`config.mk`:
```
export PLATFORM = sky130hd
export DESIGN_NAME = seq_gen
export DESIGN_NICKNAME = d
export VERILOG_FILES = /design/src/rtl/seq_gen.sv
export SDC_FILE = /design/constraint.sdc
export NUM_CORES = 1
export LEC_CHECK = 0
export CORE_UTILIZATION = 45
export CTS_CLUSTER_DIAMETER = 60
export CTS_CLUSTER_SIZE = 40
export DETAILED_ROUTE_END_ITERATION = 6
export PLACE_DENSITY = 0.76
export SYNTH_ARGS = -nofsm -noshare
export SYNTH_HDL_FRONTEND = slang
export SYNTH_SLANG_ARGS = --single-unit
```
`constraint.sdc`:
```
create_clock -name clk -period 1.89 [get_ports clk]
set_input_delay 0.189 -clock clk [delete_from_list [all_inputs] [get_ports clk]]
set_output_delay 0.189 -clock clk [all_outputs]
set_load 0.01 [all_outputs]
```
`src/rtl/seq_gen.sv`:
```
// seq_gen: parallel-load, LSB-first serial pattern transmitter with valid/ready stall.
// Optional SEQ_GEN_REPEAT_EN adds a 'loop' input that restarts the frame back-to-back.
module seq_gen #(
  parameter int WIDTH = 8,
  parameter int LW    = $clog2(WIDTH)
) (
  input  logic             clk,
  input  logic             reset,
  input  logic             start,
  input  logic [WIDTH-1:0] pattern,
  input  logic [LW-1:0]    len,
  input  logic             ready,
`ifdef SEQ_GEN_REPEAT_EN
  input  logic             loop,
`endif
  output logic             w,
  output logic             valid,
  output logic             busy,
  output logic             done,
  output logic [1:0]       State
);

  typedef enum logic [1:0] {
    IDLE = 2'b00,
    SEND = 2'b01,
    DONE = 2'b10,
    BAD  = 2'b11
  } state_t;

  state_t           state_r, state_s;
  logic [WIDTH-1:0] shreg_r, shreg_s;
  logic [LW-1:0]    cnt_r, cnt_s;
  logic             done_r, done_s;
  logic [LW-1:0]    len_clamp_s;
`ifdef SEQ_GEN_REPEAT_EN
  logic [WIDTH-1:0] reload_r, reload_s;
  logic [LW-1:0]    len_r, len_s;
`endif

  // Lengths beyond the shift register are clamped so no phantom zero bits are sent.
  assign len_clamp_s = (len > LW'(WIDTH - 1)) ? LW'(WIDTH - 1) : len;

  // Next-state and datapath update logic.
  always_comb begin
    state_s  = state_r;
    shreg_s  = shreg_r;
    cnt_s    = cnt_r;
    done_s   = 1'b0;
`ifdef SEQ_GEN_REPEAT_EN
    reload_s = reload_r;
    len_s    = len_r;
`endif
    case (state_r)
      IDLE: begin
        if (start) begin
          shreg_s  = pattern;
          cnt_s    = len_clamp_s;
          state_s  = SEND;
`ifdef SEQ_GEN_REPEAT_EN
          reload_s = pattern;
          len_s    = len_clamp_s;
`endif
        end else begin
          state_s = IDLE;
        end
      end
      SEND: begin
        if (ready) begin
          if (cnt_r != {LW{1'b0}}) begin
            shreg_s = {1'b0, shreg_r[WIDTH-1:1]};
            cnt_s   = cnt_r - LW'(1);
          end else begin
            done_s = 1'b1;
`ifdef SEQ_GEN_REPEAT_EN
            if (loop) begin
              shreg_s = reload_r;
              cnt_s   = len_r;
              state_s = SEND;
            end else begin
              state_s = DONE;
            end
`else
            state_s = DONE;
`endif
          end
        end else begin
          state_s = SEND;
        end
      end
      DONE:    state_s = IDLE;
      default: state_s = IDLE;
    endcase
  end

  // State and datapath registers; reset discards any partial frame.
  always_ff @(posedge clk or negedge reset) begin
    if (!reset) begin
      state_r  <= IDLE;
      shreg_r  <= {WIDTH{1'b0}};
      cnt_r    <= {LW{1'b0}};
      done_r   <= 1'b0;
`ifdef SEQ_GEN_REPEAT_EN
      reload_r <= {WIDTH{1'b0}};
      len_r    <= {LW{1'b0}};
`endif
    end else begin
      state_r  <= state_s;
      shreg_r  <= shreg_s;
      cnt_r    <= cnt_s;
      done_r   <= done_s;
`ifdef SEQ_GEN_REPEAT_EN
      reload_r <= reload_s;
      len_r    <= len_s;
`endif
    end
  end

  // Outputs decode registered state only, so ready/start never reach them combinationally.
  assign valid = (state_r == SEND);
  assign busy  = (state_r == SEND) || (state_r == DONE);
  assign w     = valid & shreg_r[0];
  assign done  = done_r;
  assign State = state_r;

endmodule

```
# After elaboration in Yosys (flattened, before gate mapping)
# Cells that the tools add are included.
dict set report totals {
  reg_bits 14
  input_bits 15
  out_inout_bits 6
  word_cells 34
}
dict set report op_classes {
  add_sub_neg 1
  order_cmp 1
  eq_ne 6
  n_mux 16
  n_bitwise 1
  n_reduce_logical 5
}
# operator count
set ops {}
lappend ops {{$mux W8} 3}
lappend ops {{$pmux W8 S2} 1}
lappend ops {{$mux W3} 4}
lappend ops {{$pmux W3 S2} 1}
lappend ops {{$mux W1} 4}
lappend ops {{$mux W2} 2}
lappend ops {{$ne A2 B2 Y1 const B} 2}
lappend ops {{$pmux W2 S2} 1}
lappend ops {{$reduce_and A4 Y1} 1}
lappend ops {{$gt A3 B3 Y1 const B} 1}
lappend ops {{$ne A3 B3 Y1 const B} 1}
lappend ops {{$reduce_bool A3 Y1} 1}
lappend ops {{$sub A3 B1 Y3 const B} 1}
lappend ops {{$eq A2 B1 Y1 const B} 1}
lappend ops {{$eq A2 B2 Y1 const B} 1}
lappend ops {{$logic_not A2 Y1} 1}
lappend ops {{$ne A2 B1 Y1 const B} 1}
lappend ops {{$reduce_bool A2 Y1} 1}
lappend ops {{$and A1 B1 Y1} 1}
lappend ops {{$logic_or A1 B1 Y1} 1}

# Longest topological paths before layout
dict set report depth {
  depth_word 4
  depth_mapped 8
  ltp_nobuf 6
}

# Least setup slack after synthesis
# No wires, ideal clock.
dict set report synth_path {
  kind {reg-to-reg}
  startpoint {register state_r[1], in the netlist State[1]}
  endpoint {register cnt_r[1]}
  setup_time_ns 0.079
  arrival_time_ns 1.586
  t_required_ns 1.811
  slack_ns 0.225
  stages_incl_launch_ff 9
  path_buffers 2
  period_less_slack_ns 1.665
  cell_sequence {dfrtp_1 > inv_1 > ha_1 > buf_4 > nand2_2 > o21ai_4 > and2_4 > buf_6 > mux2i_1}
}
dict set report synth_via {
  elab_chain_len 3
  elab_cells_between_ends 8
  cone_classes {eq/ne (4); mux (1); reduce/logical (3)}
}
# item line
set synth_rtl {}
lappend synth_rtl {{start, declared} 30} ;# state_t state_r, state_s;
lappend synth_rtl {{start signal, assigned} 107} ;# state_r <= state_s;
lappend synth_rtl {{$eq A2 B1 Y1 (*)} -}
lappend synth_rtl {{named net valid} 17} ;# output logic valid,
lappend synth_rtl {{$ne A2 B1 Y1 (no source line) (tied with other cells)} -}
lappend synth_rtl {{$reduce_and A4 Y1 (no source line)} -}
lappend synth_rtl {{end signal, assigned} 100} ;# cnt_r <= {LW{1'b0}};
lappend synth_rtl {{end signal, assigned} 109} ;# cnt_r <= cnt_s;
lappend synth_rtl {{end, declared} 32} ;# logic [LW-1:0] cnt_r, cnt_s;
# Mark *: on every way through the listed nets, which the timed path passes. The rest lies on a longest branch.
# A chain may end at the register's enable or synchronous reset.

# Worst setup path in the final report
dict set report layout_path {
  startpoint {register state_r[1], in the netlist State[1]}
  endpoint {output w}
}
dict set report layout_via {
  elab_chain_len 2
}
# item line
set layout_rtl {}
lappend layout_rtl {{$eq A2 B1 Y1} 119} ;# assign valid = (state_r == SEND);
lappend layout_rtl {{$and A1 B1 Y1} 121} ;# assign w = valid & shreg_r[0];
lappend layout_rtl {{end, declared} 16} ;# output logic w,
# Every way passes these cells.

==> run_results.csv <==
group,metric,value,unit
logic_synthesis,synth_cells,79,
drt,wl_met3,60,um
place,dpl.hpwl,1174,um
global_routing,grt_usage,0.1824,
logic_synthesis,synth_cell_type_count,24,
logic_synthesis,yosys_register_bits,14,
clock_tree,clockBufferDepth,2,
critical_path,crit_fanout,6,
layout,fillers,144,
critical_path,cp_slowest_stage_delay,0.53,ns
critical_path,crit_type,"reg2out",
pwr,leakagePower,0.0004601,uW
timing,fmax,0.5603,GHz
place,port_buffers,20,
timing,post-route-period-util,0.9444,
timing,rsz0062_at_grt,"no",
critical_path,crit_slowest_cell,"clkdlybuf4s50_1",
place,gp_congestion,0.8150,
layout,layout_commonest_cell,"clkdlybuf4s50_1",
critical_path,end_kind,"output port",
drt,dr.pass1.iters,6,
timing,relSlewSlack,0.5728,
global_routing,grt_start_max_net_pins,15,
pwr,p_per_area,1627,nW/um^2
die,die_area,1940,um^2
timing,maxSlewViolCount,0,
timing,finClkSkew,0.002716,ns
place,placed_area,1010,um^2
clock_tree,clockRootBuffer,"clkbuf_4",
clock_tree,cts_hold_buf,0,
drt,highest_layer,"met4",
drt,dr_wl_met2,703,um
drt,first_iter_violations,12,
die,row_count,14,
drt,viasPerCell,5.385,
place,post-place-cells,114,
critical_path,cp.required,1.70,ns
layout,final_cell_mix,"clkdlybuf4s50_1, a21oi_1, dfrtp_1",
critical_path,worstPathCellList,"inv_2, ha_4, and2_1, clkdlybuf4s50_1",
logic_synthesis,syn-cell-area,795.8,um^2
clock_tree,cts_tree,"built",
logic_synthesis,syn_nets,98,
clock_tree,post_cts_buffers,0,
layout,final_cells,117,
timing,finalSetupViolations,0,
die,fp.coreArea,1577,um^2
global_routing,grt_pass1_wl,2518,um
clock_tree,cts.sinks,14,
pwr,vdd_drop_max,0.8891,mV
layout,fin_area,1045,um^2
global_routing,antenna_found_initial,0,
layout,finalNetCount,122,
clock_tree,clk_pin_slew,0.08,ns
min_path,min_path_type,"in2async",
drt,via_count,630,
die,start_util,0.5048,
drt,routedWlPerCell,13.25,um
clock_tree,cts_buffers,3,
flow_run,maxCapViolations,0,
timing,hold_viol,0,
clock_tree,ctsResizeCount,1,
layout,area_delta_synth_final,31.29,%
logic_synthesis,ys_seq_area_frac,0.4403,
drt,drc,0,
critical_path,crit_arrival,1.60,ns
drt,ant_nets,0,
die,die_w,44.05,um
die,io_pins,21,
timing,period_needed,1.785,ns
layout,drive_above_1_share,0.1287,
drt,met1_length,752,um
timing,worst_pin_slew,0.6388,ns
global_routing,grt_overflow,0,
clock_tree,htreeDepth,1,
logic_synthesis,yosys_warnings,0,
die,die_h,44.05,um
global_routing,grt_pass1_vias,598,
drt,routed_wl,1550,um
layout,diodes,0,
clock_tree,insertion_delay,0.27,ns
timing,tns,0,ns
critical_path,critPathLaunchType,"flop",
logic_synthesis,avgSynthCellArea,10.07,um^2
outcome,outcome,"completed",
==> logic make-up after synthesis <==
logic type,Yosys count,share of synthesized area
adder cells (fa/ha/maj),4,0.06290
AO/OA/AOI/OAI,22,0.1572
flip-flops,14,0.4403
AND/OR/NAND/NOR,19,0.1494
multiplexers,10,0.1258
buffers and inverters,10,0.06447
==> state kept, by name (all words and copies together) (netlist names) <==
register and cells:
shreg_r 8, cnt_r 3, State 2, done 1
==> worst max-delay path, delay by kind of cell (launching register included) <==
| kind | cells | cell delay [ns] |
|---|---|---|
| fa+ha+maj | 1 | 0.16 |
| buf+inv | 2 | 0.62 |
| flops | 1 | 0.39 |
| simple gates | 1 | 0.14 |
==> path summary, 6_finish.rpt <==
check / to / start / slack [ns] / cells past startpoint
worst max register to register: cnt_r[1] / State[0] / 0.33 / 6
worst min-delay path: cnt_r[1] / reset / 0.31 / 1
worst min register to register: shreg_r[4] / shreg_r[4] / 0.55 / 2
min in group clk: shreg_r[2] / pattern[2] / 0.54 / 3
max in group asynchronous: cnt_r[2] / reset / 1.17 / 1
worst max-delay path: w / State[1] / 0.11 / 4
==> stage by stage <==
step             util  power [uW]  hold slack [ns]  setup slack, ns
3_5_place_dp   0.6405        1520           0.5225           0.2528
5_1_grt        0.6627        1842           0.3533          0.03366
6_report       0.6627        1699           0.3053           0.1051
3_3_place_gp   0.6405        1503           0.5298           0.2760
2_1_floorplan       -        1250          -0.1066           0.2249
4_1_cts        0.6563        1691           0.3372        0.0001742
==> power breakdown <==
group          internal [uW]  switching [uW]
registers                438            88.9
logic                    510             500
clock network           73.8            89.1
==> routing by layer <==
layer,vias to the layer above,global-route usage
li1,315,-
met1,294,0.2440
met2,17,0.2735
met3,4,0.03673
met4,0,0.1091
met5,-,0
==> cell usage after synthesis <==
| master | instances | area (um^2) |
|---|---|---|
| a21oi_1 | 15 | 75.07 |
| dfrtp_1 | 14 | 350.3 |
| mux2i_1 | 10 | 100.1 |
| inv_1 | 6 | 22.52 |
| nand2_1 | 6 | 22.52 |
| ha_1 | 4 | 50.05 |
| o21ai_0 | 4 | 20.02 |
| buf_2 | 2 | 10.01 |
| nand3b_1 | 2 | 15.01 |
| nor2_1 | 2 | 7.510 |
| a22oi_1 | 1 | 7.510 |
| a31oi_1 | 1 | 6.260 |
| and2_1 | 1 | 6.260 |
| and2_4 | 1 | 8.760 |
| buf_4 | 1 | 7.510 |
| buf_6 | 1 | 11.26 |
| nand2_2 | 1 | 6.260 |
| nand2b_1 | 1 | 6.260 |
| nand2b_4 | 1 | 13.76 |
| nand3_1 | 1 | 5.000 |
| nor2b_4 | 1 | 13.76 |
| nor3_1 | 1 | 5.000 |
| nor4b_1 | 1 | 8.760 |
| o21ai_4 | 1 | 16.27 |
==> final cells by class <==
class | count | area, um^2 | area share
inverters | 6 | 22.52 | 0.02156
well taps | 16 | 20.02 | 0.01916
flip-flops and latches | 14 | 350.3 | 0.3353
repair buffers | 23 | 222.7 | 0.2132
clock buffers | 3 | 22.52 | 0.02156
multi-input cells | 55 | 406.6 | 0.3892
No activity file was read; power rests on OpenSTA's default activity.
